## src/rtl/reg_write_arbiter.sv

```systemverilog
// Round-robin arbiter sharing one register write port (data + enable channels)
// among n requesters; the winner is held until both channels are consumed.
//
// state    | meaning
// S_IDLE   | no transaction held; the round-robin scan from prio picks a winner
// S_LOCKED | winner lock_q is held until both downstream channels are consumed
module reg_write_arbiter #(
    parameter int width = 1,
    parameter int n     = 4
) (
    input  logic                 CLK,
    input  logic                 RST_N,
    input  logic [n*width-1:0]   IN_WRITE,
    input  logic [n-1:0]         IN_WRITE_VALID,
    output logic [n-1:0]         IN_WRITE_CONSUMED,
    input  logic [n-1:0]         IN_EN_WRITE,
    output logic [width-1:0]     OUT_WRITE,
    output logic                 OUT_WRITE_VALID,
    input  logic                 OUT_WRITE_CONSUMED,
    output logic                 OUT_EN_WRITE,
    output logic                 OUT_EN_WRITE_VALID,
    input  logic                 OUT_EN_WRITE_CONSUMED,
    output logic [n-1:0]         OUT_GRANT
);

    localparam int IW = (n > 1) ? $clog2(n) : 1;

    typedef enum logic {S_IDLE, S_LOCKED} state_t;

    state_t          state_q, state_d;
    logic [IW-1:0]   prio_q, prio_d;
    logic [IW-1:0]   lock_q, lock_d;
    logic            data_done_q, data_done_d;
    logic            en_done_q, en_done_d;

    logic            found;
    logic [IW-1:0]   g;
    logic [IW-1:0]   sel;
    logic            active;
    logic            data_ok;
    logic            en_ok;
    int              idx;

    always_ff @(posedge CLK) begin
        if (!RST_N) begin
            state_q     <= S_IDLE;
            prio_q      <= '0;
            lock_q      <= '0;
            data_done_q <= 1'b0;
            en_done_q   <= 1'b0;
        end else begin
            state_q     <= state_d;
            prio_q      <= prio_d;
            lock_q      <= lock_d;
            data_done_q <= data_done_d;
            en_done_q   <= en_done_d;
        end
    end

    // First valid requester scanning prio, prio+1, ... with wrap at n.
    always_comb begin
        found = 1'b0;
        g     = '0;
        idx   = 0;
        for (int k = 0; k < n; k++) begin
            idx = int'(prio_q) + k;
            if (idx >= n) idx = idx - n;
            if (!found && IN_WRITE_VALID[idx]) begin
                found = 1'b1;
                g     = IW'(idx);
            end
        end
    end

    always_comb begin
        state_d            = state_q;
        prio_d             = prio_q;
        lock_d             = lock_q;
        data_done_d        = data_done_q;
        en_done_d          = en_done_q;
        IN_WRITE_CONSUMED  = '0;
        OUT_GRANT          = '0;
        OUT_WRITE          = '0;
        OUT_EN_WRITE       = 1'b0;
        OUT_WRITE_VALID    = 1'b0;
        OUT_EN_WRITE_VALID = 1'b0;

        sel     = (state_q == S_LOCKED) ? lock_q : g;
        active  = (state_q == S_LOCKED) || found;
        data_ok = data_done_q || OUT_WRITE_CONSUMED;
        en_ok   = en_done_q || OUT_EN_WRITE_CONSUMED;

        if (RST_N && active) begin
            OUT_GRANT[sel]     = 1'b1;
            OUT_WRITE          = IN_WRITE[int'(sel)*width +: width];
            OUT_EN_WRITE       = IN_EN_WRITE[sel];
            OUT_WRITE_VALID    = !data_done_q;
            OUT_EN_WRITE_VALID = !en_done_q;

            if (data_ok && en_ok) begin
                IN_WRITE_CONSUMED[sel] = 1'b1;
                prio_d      = (int'(sel) == n - 1) ? '0 : sel + IW'(1);
                state_d     = S_IDLE;
                data_done_d = 1'b0;
                en_done_d   = 1'b0;
            end else begin
                state_d     = S_LOCKED;
                lock_d      = sel;
                data_done_d = data_ok;
                en_done_d   = en_ok;
            end
        end
    end

endmodule

```

## config.mk

```make
export PLATFORM = sky130hd
export DESIGN_NAME = reg_write_arbiter
export DESIGN_NICKNAME = d
export VERILOG_FILES = /design/src/rtl/reg_write_arbiter.sv
export SDC_FILE = /design/constraint.sdc
export NUM_CORES = 1
export LEC_CHECK = 0
export CELL_PAD_IN_SITES_DETAIL_PLACEMENT = 2
export CELL_PAD_IN_SITES_GLOBAL_PLACEMENT = 2
export CORE_UTILIZATION = 22
export CTS_BUF_LIST = sky130_fd_sc_hd__clkbuf_4 sky130_fd_sc_hd__clkbuf_8
export DETAILED_ROUTE_END_ITERATION = 12
export GPL_ROUTABILITY_DRIVEN = 0
export PLACE_DENSITY = 0.91
export SYNTH_ARGS = -nofsm -noshare
export SYNTH_HDL_FRONTEND = slang
export SYNTH_SLANG_ARGS = --single-unit
```

## constraint.sdc

```tcl
create_clock -name CLK -period 2.05 [get_ports CLK]
set_input_delay 0.205 -clock CLK [delete_from_list [all_inputs] [get_ports CLK]]
set_output_delay 0.205 -clock CLK [all_outputs]
set_load 0.01 [all_outputs]
```

==> impl_metrics.py <==
metrics = {
    "routing": {
        "drt_iter0_drc": 3,
        "ant_nets": 0,
        "routed_wl_mm": 2.59,
        "remaining_drc_errors": 0,
        "wl_met2_mm": 1.38,
        "viasPerCell": 4.76,
        "routedWlPerCell_um": 16.6,
        "num_vias": 742,
        "first_pass_iters": 2,
        "top_layer_used": "met4",
        "wl_met1_mm": 1.13,
        "dr_wl_met3_um": 52,
    },
    "floorplanning": {
        "die_h_um": 54.4,
        "initial_core_util_pct": 23.7,
        "num_rows": 18,
        "die_area_um2": 2960,
        "die_x_um": 54.4,
        "core_area_um2": 2540,
        "ios": 28,
    },
    "global_routing": {
        "grt_max_degree": 12,
        "grt.overflow.total": 0,
        "grt_pass1_vias": 855,
        "grt_pass1_wl_mm": 4.09,
        "antenna_found_initial": 0,
        "grt_use_total_pct": 19.9,
    },
    "timing": {
        "fmax_mhz": 490,
        "period_needed_ps": 2040,
        "finalMaxSlewViolations": 0,
        "maxSlewHeadroom_pct": 77.4,
        "worst_hold_slack_ps": 480,
        "fin_tns_setup_ps": 0,
        "setup_viol": 0,
        "hold_violations": 0,
        "skew_ps": 1.93,
        "rsz0062_at_grt": "yes",
        "tightest_slew_ps": 336,
        "timing.final.crit_share_pct": 99.6,
    },
    "power_and_ir_drop": {
        "peakVddDrop_uv": 222,
        "powerDensity_nw_per_um2": 559,
        "p_leak_nw": 0.552,
    },
    "yosys": {
        "syn_inst": 76,
        "synth-seq-cells": 7,
        "synth.avg_cell_area_um2": 7.95,
        "synth.cell_area_um2": 604,
        "syn_nets": 96,
        "synth_cell_types": 26,
        "ys_warn_count": 0,
        "ys_seq_area_share_pct": 23.2,
    },
    "critical_path": {
        "start_kind": "register",
        "critPathArrivalTime_ps": 1840,
        "end_kind": "primary output",
        "crit_chain": "or2_4 -> o41ai_2 -> buf_4 -> buf_4 -> nor2_1 -> clkdlybuf4s50_1",
        "crit_family": "buffers and inverters",
        "critical_path_class": "register to primary output",
        "cp_num_buf_inv": 3,
        "path_max_fanout": 4,
        "critical_path.max_stage_delay_ps": 470,
        "critPathMostFrequentCell": "buf_4",
        "cpMaxStageDelayCell": "clkdlybuf4s50_1",
        "required_ps": 1850,
    },
    "clock_tree": {
        "clock_latency_ps": 250,
        "cts_tree": "built",
        "cts-root-buf": "clkbuf_4",
        "htree_levels": 1,
        "cts_buffers": 3,
        "clkSlewWorstSetupHoldPaths_ps": 50,
        "cts.sink_count": 7,
        "cts_hold_buffers": 0,
        "clk_path_buf_depth": 2,
    },
    "outcome": {
        "status": "finished clean",
    },
    "flow_run": {
        "maxCapViolations": 0,
    },
    "finish": {
        "layout.nets": 147,
        "area_delta_synth_final_pct": 86.1,
        "n_antenna_cell": 0,
        "post-route-util_pct": 44.2,
        "nFillCells": 293,
        "layout.cells.non_filler": 156,
        "drive_above_1_share_pct": 46.0,
        "fin_area_um2": 1120,
    },
    "placed_design": {
        "dp_cells": 149,
        "dp_hpwl_mm": 2.01,
        "io_buffers": 27,
        "place_area_um2": 1040,
    },
    "hold_path": {
        "hold_class": "register to register",
    },
}
power by group:
part           internal [mW]  leakage (nW)  switching, mW
logic                  0.179         0.475          0.141
registers              0.153        0.0590         0.0157
clock network         0.0875        0.0184         0.0516
total                  0.420         0.552          0.209
final cells by class:
type	instances	area, um^2	share of cell area (%)
Sequential cell	7	146	13.0
Inverter	6	22.5	2.00
Timing Repair Buffer	48	412	36.6
Multi-Input combinational cell	61	477	42.4
Tap cell	30	37.5	3.34
Clock buffer	4	30.0	2.67
cells in the final DEF, fill, tap and decap left out, types with 2 or more instances in the layout:
master / instances
buf_4: 18
clkdlybuf4s50_1: 12
nand2_1: 9
nor2_1: 6
mux2i_1: 6
buf_2: 6
o21ai_0: 5
inv_1: 4
and2_1: 4
clkbuf_4: 4
dfxtp_1: 4
dlygate4sd2_1: 4
nor2b_1: 3
and3_4: 3
o22ai_1: 3
buf_6: 3
nand2b_4: 2
nor2_2: 2
inv_2: 2
and3_2: 2
a21oi_1: 2
ha_2: 2
ha_1: 2
clkbuf_2: 2
dfxtp_2: 2
logic make-up after synthesis:
| group | after synthesis | share of synthesized area (%) |
|---|---|---|
| adder cells (fa/ha/maj) | 4 | 8.28 |
| buffers and inverters | 8 | 4.97 |
| AO/OA/AOI/OAI | 15 | 18.8 |
| flip-flops | 7 | 23.2 |
| multiplexers | 6 | 9.94 |
| AND/OR/NAND/NOR | 36 | 34.8 |
registers in the layout (all words and copies together), names as in the netlist:
| name | flops |
|---|---|
| data_done_q | 1 |
| en_done_q | 1 |
| lock_q | 2 |
| prio_q | 2 |
| state_q | 1 |
synth_stat cells:
master     number  area (um^2)
o22ai_1         3         18.8
and3_1          1         6.26
clkbuf_1        2         7.51
and3_2          4         30.0
o41ai_1         1         8.76
ha_1            4         50.1
or2_4           1         8.76
nand2b_1        1         6.26
o221ai_1        1         8.76
and2_1          4         25.0
nand2b_4        1         13.8
o21ai_0         5         25.0
a211oi_1        1         7.51
or4_4           1         11.3
nand2_4         1         11.3
a21oi_1         2         10.0
nor4_1          1         6.26
dfxtp_1         7          140
inv_1           6         22.5
and2_4          1         8.76
nor2_1          8         30.0
nand2_1         9         33.8
o221ai_4        1         26.3
nor2b_1         3         18.8
o2111ai_1       1         8.76
mux2i_1         6         60.1
worst min-delay path, cell delays in order, from the launching register on:
cell and delay (ps):
dfxtp_1 310, nand2_1 60, mux2i_1 60
final timing paths:
| path | from | end | slack (ps) | cells after the start |
|---|---|---|---|---|
| setup / recovery | state_q$_SDFFE_PN0P_ | OUT_WRITE_VALID | 8 | 6 |
| hold / removal | lock_q[0]$_SDFFE_PN0P_ | lock_q[0]$_SDFFE_PN0P_ | 480 | 2 |
| setup reg to reg | state_q$_SDFFE_PN0P_ | lock_q[1]$_SDFFE_PN0P_ | 400 | 6 |
| hold reg to reg | lock_q[0]$_SDFFE_PN0P_ | lock_q[0]$_SDFFE_PN0P_ | 480 | 2 |
layer usage:
metal	up-vias	GRT usage, %
met5	-	0
met4	0	8.55
met3	2	1.94
met2	15	38.0
met1	359	21.7
li1	366	-
stage by stage:
step | power, mW | setup slack [ps]
floorplan | 0.294 | 369
global placement | 0.432 | -487
detailed placement | 0.452 | -579
CTS | 0.621 | 3.87
global route | 0.669 | -114
finish | 0.628 | 8.13
timing repair:
action | in CTS | in global routing
resized for setup | 54 | 11
pin swaps | 7 | 2
endpoints found under the setup margin | 12 | 11
setup buffers | 3 | 0
(Power assumes the default switching activity.)
